<file path="config.mk">
export PLATFORM = sky130hd
export DESIGN_NAME = bla_subtractor16_pipe
export DESIGN_NICKNAME = d
export VERILOG_FILES = /design/src/rtl/bla_subtractor16_pipe_pkg.sv /design/src/rtl/bla_group4.sv /design/src/rtl/bla_subtractor16_pipe.sv
export SDC_FILE = /design/constraint.sdc
export NUM_CORES = 1
export LEC_CHECK = 0
export CORE_MARGIN = 1
export CORE_UTILIZATION = 53
export DETAILED_ROUTE_END_ITERATION = 8
export MAX_ROUTING_LAYER = met4
export PLACE_DENSITY = 0.82
export SYNTH_ARGS = -nofsm -noshare
export SYNTH_HDL_FRONTEND = slang
export SYNTH_HIERARCHICAL = 1
export SYNTH_SLANG_ARGS = --single-unit
</file>
<file path="constraint.sdc">
create_clock -name clk -period 6.65 [get_ports clk]
set_clock_uncertainty 0.1 [all_clocks]
set_input_delay 1.6625 -clock clk [delete_from_list [all_inputs] [get_ports clk]]
set_output_delay 1.6625 -clock clk [all_outputs]
set_load 0.05 [all_outputs]
</file>
<file path="src/rtl/bla_subtractor16_pipe_pkg.sv">
// Shared constants and the result record for the borrow-lookahead subtractor
// and the datapath blocks that consume its output.
package bla_subtractor16_pipe_pkg;

    localparam int WIDTH    = 16;
    localparam int LO_WIDTH = 8;
    localparam int GROUP_W  = 4;

    typedef struct packed {
        logic [WIDTH-1:0] diff;
        logic             borrow_out;
        logic             zero;
        logic             overflow;
    } sub_result_t;

endpackage

</file>
<file path="src/rtl/bla_group4.sv">
// Four-bit borrow-lookahead cell. Given per-position borrow generate/propagate
// and the borrow entering position 0, produces the borrows entering positions
// 1..3 plus the group generate/propagate for the next lookahead level.
module bla_group4
    import bla_subtractor16_pipe_pkg::*;
(
    input  logic [GROUP_W-1:0] p,
    input  logic [GROUP_W-1:0] g,
    input  logic               borrow_in,
    output logic [GROUP_W-1:1] borrow,
    output logic               grp_p,
    output logic               grp_g
);

    // Flattened lookahead equations, no ripple through the group.
    always_comb begin
        borrow[1] = g[0] | (p[0] & borrow_in);
        borrow[2] = g[1] | (p[1] & g[0]) | (p[1] & p[0] & borrow_in);
        borrow[3] = g[2] | (p[2] & g[1]) | (p[2] & p[1] & g[0])
                  | (p[2] & p[1] & p[0] & borrow_in);
        grp_p     = &p;
        grp_g     = g[3] | (p[3] & g[2]) | (p[3] & p[2] & g[1])
                  | (p[3] & p[2] & p[1] & g[0]);
    end

endmodule

</file>
<file path="src/rtl/bla_subtractor16_pipe.sv">
// Two-stage pipelined 16-bit subtractor: diff = a - b - borrow_in.
// Stage 1 resolves the low byte and the borrow into bit 8; stage 2 resolves
// the high byte and registers the result with borrow, zero and overflow flags.
// Valid/ready on both sides; only WIDTH=16 / LO_WIDTH=8 is supported.
module bla_subtractor16_pipe #(
    parameter int WIDTH    = bla_subtractor16_pipe_pkg::WIDTH,
    parameter int LO_WIDTH = bla_subtractor16_pipe_pkg::LO_WIDTH
) (
    input  logic             clk,
    input  logic             rst_n,
    input  logic             in_valid,
    output logic             in_ready,
    input  logic [WIDTH-1:0] a,
    input  logic [WIDTH-1:0] b,
    input  logic             borrow_in,
    output logic             out_valid,
    input  logic             out_ready,
    output logic [WIDTH-1:0] diff,
    output logic             borrow_out,
    output logic             zero,
    output logic             overflow
);

    import bla_subtractor16_pipe_pkg::*;

    localparam int HI_WIDTH = WIDTH - LO_WIDTH;

    // Signed overflow of a - b: operands differ in sign and the result sign
    // does not follow the minuend.
    function automatic logic sub_overflow(input logic a_sign, input logic b_sign,
                                          input logic diff_sign);
        return (a_sign != b_sign) && (diff_sign != a_sign);
    endfunction

    // Handshake
    logic s1_valid, s2_valid;
    logic s1_en, s2_en;

    assign s2_en    = !s2_valid || out_ready;
    assign s1_en    = !s1_valid || s2_en;
    assign in_ready = s1_en;

    // ---------------- stage 1: low byte and borrow into bit 8 ----------------
    logic [LO_WIDTH-1:0] p_lo, g_lo, d_lo, bvec_lo, diff_lo_c;
    logic [GROUP_W-1:1]  nb0_borrow, nb1_borrow, lv1_borrow;
    logic                nb0_p, nb0_g, nb1_p, nb1_g, lv1_p, lv1_g;

    assign d_lo = a[LO_WIDTH-1:0] ^ b[LO_WIDTH-1:0];
    assign p_lo = ~d_lo;
    assign g_lo = ~a[LO_WIDTH-1:0] & b[LO_WIDTH-1:0];

    bla_group4 u_nib0 (
        .p(p_lo[3:0]), .g(g_lo[3:0]), .borrow_in(borrow_in),
        .borrow(nb0_borrow), .grp_p(nb0_p), .grp_g(nb0_g)
    );

    bla_group4 u_nib1 (
        .p(p_lo[7:4]), .g(g_lo[7:4]), .borrow_in(lv1_borrow[1]),
        .borrow(nb1_borrow), .grp_p(nb1_p), .grp_g(nb1_g)
    );

    // Second lookahead level over the two low nibbles; upper slots are idle.
    bla_group4 u_lvl1 (
        .p({2'b00, nb1_p, nb0_p}), .g({2'b00, nb1_g, nb0_g}), .borrow_in(borrow_in),
        .borrow(lv1_borrow), .grp_p(lv1_p), .grp_g(lv1_g)
    );

    assign bvec_lo   = {nb1_borrow, lv1_borrow[1], nb0_borrow, borrow_in};
    assign diff_lo_c = d_lo ^ bvec_lo;

    logic [LO_WIDTH-1:0] diff_lo_p1;
    logic                borrow8_p1;
    logic [HI_WIDTH-1:0] a_hi_p1, b_hi_p1;
    logic                a_sign_p1, b_sign_p1;

    // Stage 1 data capture on accept; contents are don't-care while invalid.
    always_ff @(posedge clk) begin
        if (s1_en && in_valid) begin
            diff_lo_p1 <= diff_lo_c;
            borrow8_p1 <= lv1_borrow[2];
            a_hi_p1    <= a[WIDTH-1:LO_WIDTH];
            b_hi_p1    <= b[WIDTH-1:LO_WIDTH];
            a_sign_p1  <= a[WIDTH-1];
            b_sign_p1  <= b[WIDTH-1];
        end
    end

    // ---------------- stage 2: high byte, flags, output registers ------------
    logic [HI_WIDTH-1:0] p_hi, g_hi, d_hi, bvec_hi;
    logic [GROUP_W-1:1]  nb2_borrow, nb3_borrow, lv2_borrow;
    logic                nb2_p, nb2_g, nb3_p, nb3_g, lv2_p, lv2_g;
    logic [WIDTH-1:0]    diff_c;
    sub_result_t         result_c, result_p2;

    assign d_hi = a_hi_p1 ^ b_hi_p1;
    assign p_hi = ~d_hi;
    assign g_hi = ~a_hi_p1 & b_hi_p1;

    bla_group4 u_nib2 (
        .p(p_hi[3:0]), .g(g_hi[3:0]), .borrow_in(borrow8_p1),
        .borrow(nb2_borrow), .grp_p(nb2_p), .grp_g(nb2_g)
    );

    bla_group4 u_nib3 (
        .p(p_hi[7:4]), .g(g_hi[7:4]), .borrow_in(lv2_borrow[1]),
        .borrow(nb3_borrow), .grp_p(nb3_p), .grp_g(nb3_g)
    );

    bla_group4 u_lvl2 (
        .p({2'b00, nb3_p, nb2_p}), .g({2'b00, nb3_g, nb2_g}), .borrow_in(borrow8_p1),
        .borrow(lv2_borrow), .grp_p(lv2_p), .grp_g(lv2_g)
    );

    // Idle top-level lookahead outputs (slot 3 and group terms) are not needed.
    logic unused_lookahead;
    assign unused_lookahead = ^{lv1_borrow[3], lv1_p, lv1_g, lv2_borrow[3], lv2_p, lv2_g};

    assign bvec_hi = {nb3_borrow, lv2_borrow[1], nb2_borrow, borrow8_p1};
    assign diff_c  = {d_hi ^ bvec_hi, diff_lo_p1};

    // Assemble the stage-2 result record.
    always_comb begin
        result_c.diff       = diff_c;
        result_c.borrow_out = lv2_borrow[2];
        result_c.zero       = ~|diff_c;
        result_c.overflow   = sub_overflow(a_sign_p1, b_sign_p1, diff_c[WIDTH-1]);
    end

    // Output registers hold under back-pressure and clear on reset.
    always_ff @(posedge clk or negedge rst_n) begin
        if (!rst_n) begin
            result_p2 <= '0;
        end else if (s2_en && s1_valid) begin
            result_p2 <= result_c;
        end
    end

    // Stage valids advance with their enables and clear asynchronously.
    always_ff @(posedge clk or negedge rst_n) begin
        if (!rst_n) begin
            s1_valid <= 1'b0;
            s2_valid <= 1'b0;
        end else begin
            if (s1_en) s1_valid <= in_valid;
            if (s2_en) s2_valid <= s1_valid;
        end
    end

    assign out_valid  = s2_valid;
    assign diff       = result_p2.diff;
    assign borrow_out = result_p2.borrow_out;
    assign zero       = result_p2.zero;
    assign overflow   = result_p2.overflow;

endmodule

</file>
==> out/qor.yml, run 1 <==
diodes: 0
cts.sinks: 46
grt_overflow_total: 0
fin_area_um2: 2968
route.detailed.drc: 0
die_area_um2: 4536
syn_avg_cell_area_um2: 11.79
cts-hold-fix-buffers: 0
final_util_pct: 73.14
grt.total_usage_pct: 19.13
place_inst: 296
fin_nets: 306
cp_slowest_cell: "clkdlybuf4s50_1"
cp_data_arrival_time_ps: 3070
final-setup-viol-count: 0
placed_cell_area_um2: 2873
cpMostUsedCell: "clkdlybuf4s50_1"
io_pins: 58
die_w_um: 67.35
cts_buffer_depth: 2
final_cell_count_no_fill: 304
grt_pass1_wl_mm: 6.092
ant_nets: 0
core_um2: 4058
cts_setup_buffers: 0
h-tree-depth: 2
fmax_mhz: 206.8
startpoint_type: "primary input"
cts-root-buf: "clkbuf_8"
hold_viol_final: 0
slew_viol_final: 0
first_global_vias: 1465
p_leak_nw: 1.269
drv_cap: 0
hold-worst-slack_ps: 381.6
relSlewSlack_pct: 26.72
path_buf_inv: 2
cp_slowest_stage_delay_ps: 810
crit_chain: "clkdlybuf4s50_1, nand3b_1, clkdlybuf4s50_1"
required_ps: 4890
insertion_delay_ps: 300
firstDrtPassIters: 4
cts_buffers: 5
critPathKind: "in -> out"
ctsResizeCount: 0
status: "finished, final reports clean"
tightestPinTransition_ps: 1099
die_h_um: 67.35
dp_worst_setup_slack_ps: 1807
drtIter0Drc: 122
postSynthCellCount: 192
period_needed_ps: 4835
gp_congestion: 0.7958
hp-class: "reg -> reg"
syn_nets: 245
postRouteWirelength_mm: 3.702
power_uw: 840.5
setup_tns_ps: 0
port_buffers: 57
grt_max_degree: 30
synth_area_um2: 2263
drive_gt1_share_pct: 12.20
crit_family: "buffers and inverters"
cts.reportedPaths.clkPinSlew_ps: 80
yosys_warnings: 6
p_per_area_nw_per_um2: 283.2
antenna_found_initial: 0
tritoncts: "yes"
timing.final.crit_share_pct: 72.71
finalWorstSetupSlack_ps: 1815
via_count: 1555
crit_fanout: 3
vias_per_cell: 5.115
syn_to_final_growth_pct: 31.12
dp_hpwl_mm: 2.893
crit_path_end_kind: "output port"
avgRoutedWirePerCell_um: 12.18
rsz0062_at_grt: "no"
start_util_pct: 55.78
vdd_drop_max_uv: 142.8
row_count: 23
-- metal layers --
layer / track usage [%] / share of wire (%) / wire length, µm / up-vias
met1: 18.72 / 41 / 1514 / 720
met4: 8.777 / 1.3 / 48 / 0
met2: 33.50 / 52 / 1908 / 45
met3: 6.926 / 6.2 / 230 / 4
li1: - / - / - / 786
met5: - / 0 / 0 / -
-- where the power goes --
group	internal, mW	total [mW]	leakage [nW]	switching (mW)
clock network	0.0835	0.176	0.0472	0.0925
logic	0.115	0.296	0.730	0.181
registers	0.348	0.368	0.492	0.0205
-- area by class of cell --
cell class,count,area (µm²)
Clock inverter,2,12.51
Clock buffer,6,82.58
Timing Repair Buffer,57,570.5
Fill cell,310,1090
Inverter,22,82.58
Sequential cell,46,1276
Tap cell,50,62.56
Multi-Input combinational cell,121,880.8
-- flip-flops by register name, summed over array words and instances (netlist names) --
register and cells:
a_hi_p1 8, b_hi_p1 8, borrow8_p1 1, borrow_out 1, diff 16, diff_lo_p1 8, out_valid 1, overflow 1
s1_valid 1, zero 1
-- cell usage in the layout (no fill, tap or decap) --
cell              n
nor2_1            4
a21oi_1          12
clkbuf_8          6
clkinv_2          1
nand2b_1          3
clkinvlp_4        1
xor2_1            9
clkdlybuf4s50_1  57
nand2_1          23
inv_2             6
nand4_1           2
and2_1            1
nor4_2            2
inv_1            16
a21oi_2           6
nor4_1            1
a21o_1            7
xnor2_1           8
ha_1             16
mux2_2            9
nand3b_1          1
o31ai_1           1
o21ai_0          16
edfxtp_1         25
dfrtp_1          21
-- final timing paths --
| path | from | endpoint | slack [ps] | depth (start not counted) |
|---|---|---|---|---|
| min in group asynchronous | rst_n | diff[14] | 1770 | 1 |
| worst max register to register | b_hi_p1[1] | zero | 4220 | 11 |
| max in group asynchronous | rst_n | diff[2] | 4110 | 1 |
| worst min register to register | diff[12] | diff[12] | 380 | 2 |
| worst max-delay path | out_ready | in_ready | 1810 | 3 |
| worst min-delay path | diff[12] | diff[12] | 380 | 2 |
-- worst reg2reg max path, delay by kind of cell (launching register included) --
kind,cells,cell delay [ps]
AO/OA/AOI/OAI,6,870
AND/OR/NAND/NOR,2,380
flip-flops,1,370
adder cells (fa/ha/maj),1,360
XOR/XNOR,1,220
buffers and inverters,1,90
(Power assumes the default switching activity.)
==> run 2: changes to the inputs <==
--- a/config.mk
+++ b/config.mk
@@ -6,10 +6,10 @@
 export NUM_CORES = 1
 export LEC_CHECK = 0
 export CORE_MARGIN = 1
-export CORE_UTILIZATION = 53
+export CORE_UTILIZATION = 49
 export DETAILED_ROUTE_END_ITERATION = 8
 export MAX_ROUTING_LAYER = met4
-export PLACE_DENSITY = 0.82
+export PLACE_DENSITY = 0.76
 export SYNTH_ARGS = -nofsm -noshare
 export SYNTH_HDL_FRONTEND = slang
 export SYNTH_HIERARCHICAL = 1
==> constraint.sdc (replaced) <==
create_clock -name clk -period 4.8 [get_ports clk]
set_clock_uncertainty 0.1 [all_clocks]
set_input_delay 1.2 -clock clk [delete_from_list [all_inputs] [get_ports clk]]
set_output_delay 1.2 -clock clk [all_outputs]
set_load 0.05 [all_outputs]
==> out/qor.yml, run 2 (synthesis gave the netlist of run 1 again) <==
status: "finished, final reports clean"
route.detailed.drc: 0  # unchanged
final-setup-viol-count: 0  # unchanged
insertion_delay_ps: 300  # about the same
crit_fanout: 3  # unchanged
cts-root-buf: "clkbuf_8"
crit_chain: "clkdlybuf4s50_1, nand3b_1, clkdlybuf4s50_1"
grt_max_degree: 30  # unchanged
io_pins: 58  # unchanged
p_leak_nw: 1.263  # -0.44%
cts_buffers: 5  # unchanged
rr_startpoint: "b_hi_p1[1]"
most-common-layout-cells: "57 x clkdlybuf4s50_1, 25 x edfxtp_1, 23 x nand2_1"
dp_hpwl_mm: 2.864  # -1.0%
antenna_found_initial: 0  # unchanged
relSlewSlack_pct: 28.48  # +1.8 points
row_count: 24  # +4.3%
route.met3.wl_um: 193  # -16%
required_ps: 3500  # -1390 ps
ff_latch_area_um2: 1276  # unchanged
postRouteWirelength_mm: 3.698  # -0.11%
fillCellCount: 365  # +18%
multi_input_area_um2: 880.8  # unchanged
timing.final.crit_share_pct: 81.71
die_h_um: 69.97  # +3.9%
drive_gt1_share_pct: 11.81  # -0.39 points
cts_buffer_depth: 2  # unchanged
drv_cap: 0  # unchanged
cts-hold-fix-buffers: 0  # unchanged
cts.reportedPaths.clkPinSlew_ps: 90  # about the same
diodes: 0  # unchanged
first_global_vias: 1495  # +2.0%
startpoint: "out_ready"
hold_viol_final: 0  # unchanged
fin_nets: 306  # unchanged
syn_to_final_growth_pct: 30.79
final_common_cell: "clkdlybuf4s50_1"
cp_slowest_stage_delay_ps: 810  # about the same
port_buffers: 57  # unchanged
die_w_um: 69.97  # +3.9%
final_util_pct: 67.52  # -5.6 points
tritoncts: "yes"
largest_register_ff_count: 16  # unchanged
start_util_pct: 51.63  # -4.2 points
tightestPinTransition_ps: 1073  # -26.35 ps
vias_per_cell: 5.069  # -0.91%
cp_slowest_cell: "clkdlybuf4s50_1"
cts_setup_buffers: 0  # unchanged
met2RoutedLength_mm: 1.867  # -2.1%
grt_pass1_wl_mm: 6.430  # +5.5%
via_count: 1551  # -0.26%
gp_congestion: 0.7644  # -3.9%
finalWorstSetupSlack_ps: 878.0  # -936.7 ps
die_area_um2: 4895  # +7.9%
firstDrtPassIters: 4  # unchanged
h-tree-depth: 2  # unchanged
ctsResizeCount: 0  # unchanged
maxUsedRoutingLayer: "met4"
rsz0062_at_grt: "no"
final_cell_count_no_fill: 306  # +0.66%
fmax_mhz: 255.0
cts.sinks: 46  # unchanged
vdd_drop_max_uv: 155.8  # +9.1%
dp_worst_setup_slack_ps: 880.1  # -926.8 ps
setup_tns_ps: 0  # unchanged
core_um2: 4384  # +8.0%
cpMostUsedCell: "clkdlybuf4s50_1"
cp_data_arrival_time_ps: 2620  # -450 ps
critPathKind: "in -> out"
hold-worst-slack_ps: 380.8  # -0.7820 ps
grt.total_usage_pct: 17.65  # -1.5 points
grt_overflow_total: 0  # unchanged
hold_start: "overflow"
place_inst: 298  # +0.68%
crit_path_end_kind: "output port"
drtIter0Drc: 110  # -9.8%
ant_nets: 0  # unchanged
p_per_area_nw_per_um2: 387.9  # +37%
wirelength_met1_mm: 1.558  # +2.9%
startpoint_type: "primary input"
period_needed_ps: 3922
avgRoutedWirePerCell_um: 12.08  # -0.76%
hp-class: "reg -> reg"
slew_viol_final: 0  # unchanged
## run 2: cell types whose count changed in the layout (fill, tap and decap cells not counted), sizes merged
cell	previous run	this run
clkinv	1	2
clkbuf	6	5
## run 2: final timing paths
path                       cells after the start       end  slack (ps)
setup / recovery                               3  in_ready         880
hold / removal                                 2  overflow         380
setup reg to reg                              11      zero        2310
hold reg to reg                                2  overflow         380
max in group asynchronous                      1  s1_valid        2700
min in group asynchronous                      1   diff[4]        1320
## run 2: where the power goes
part	switching [mW]	total [mW]	internal [mW]
clock	0.128	0.228	0.0997
sequential	0.0283	0.510	0.482
combinational	0.251	0.411	0.159
## run 2: cell type report
| type | instances | share of cell area (%) |
|---|---|---|
| clock buffer | 5 | 2.325 |
| clock inverter | 3 | 0.5495 |
| inverter | 22 | 2.790 |
| multi-input combinational | 121 | 29.75 |
| sequential | 46 | 43.11 |
| tap | 52 | 2.198 |
| timing repair buffer | 57 | 19.27 |
## run 2: metal layers
layer | up-vias | global-route usage [%]
li1 | 784 | -
met1 | 718 | 19.48
met2 | 42 | 29.38
met3 | 7 | 4.473
met4 | 0 | 9.333
met5 | - | -
## run 2: critical path, delay by kind of cell
family                 cells  cell delay [ps]
and+or+nand+nor            1              140
buffers and inverters      2             1270
## run 2: per-stage QoR
step                total power [mW]  area, µm²
floorplan                     0.7899       2263
global placement              0.9239       2875
detailed placement            0.9328       2875
CTS                            1.157       2960
global route                   1.204       2960
finish                         1.148       2960
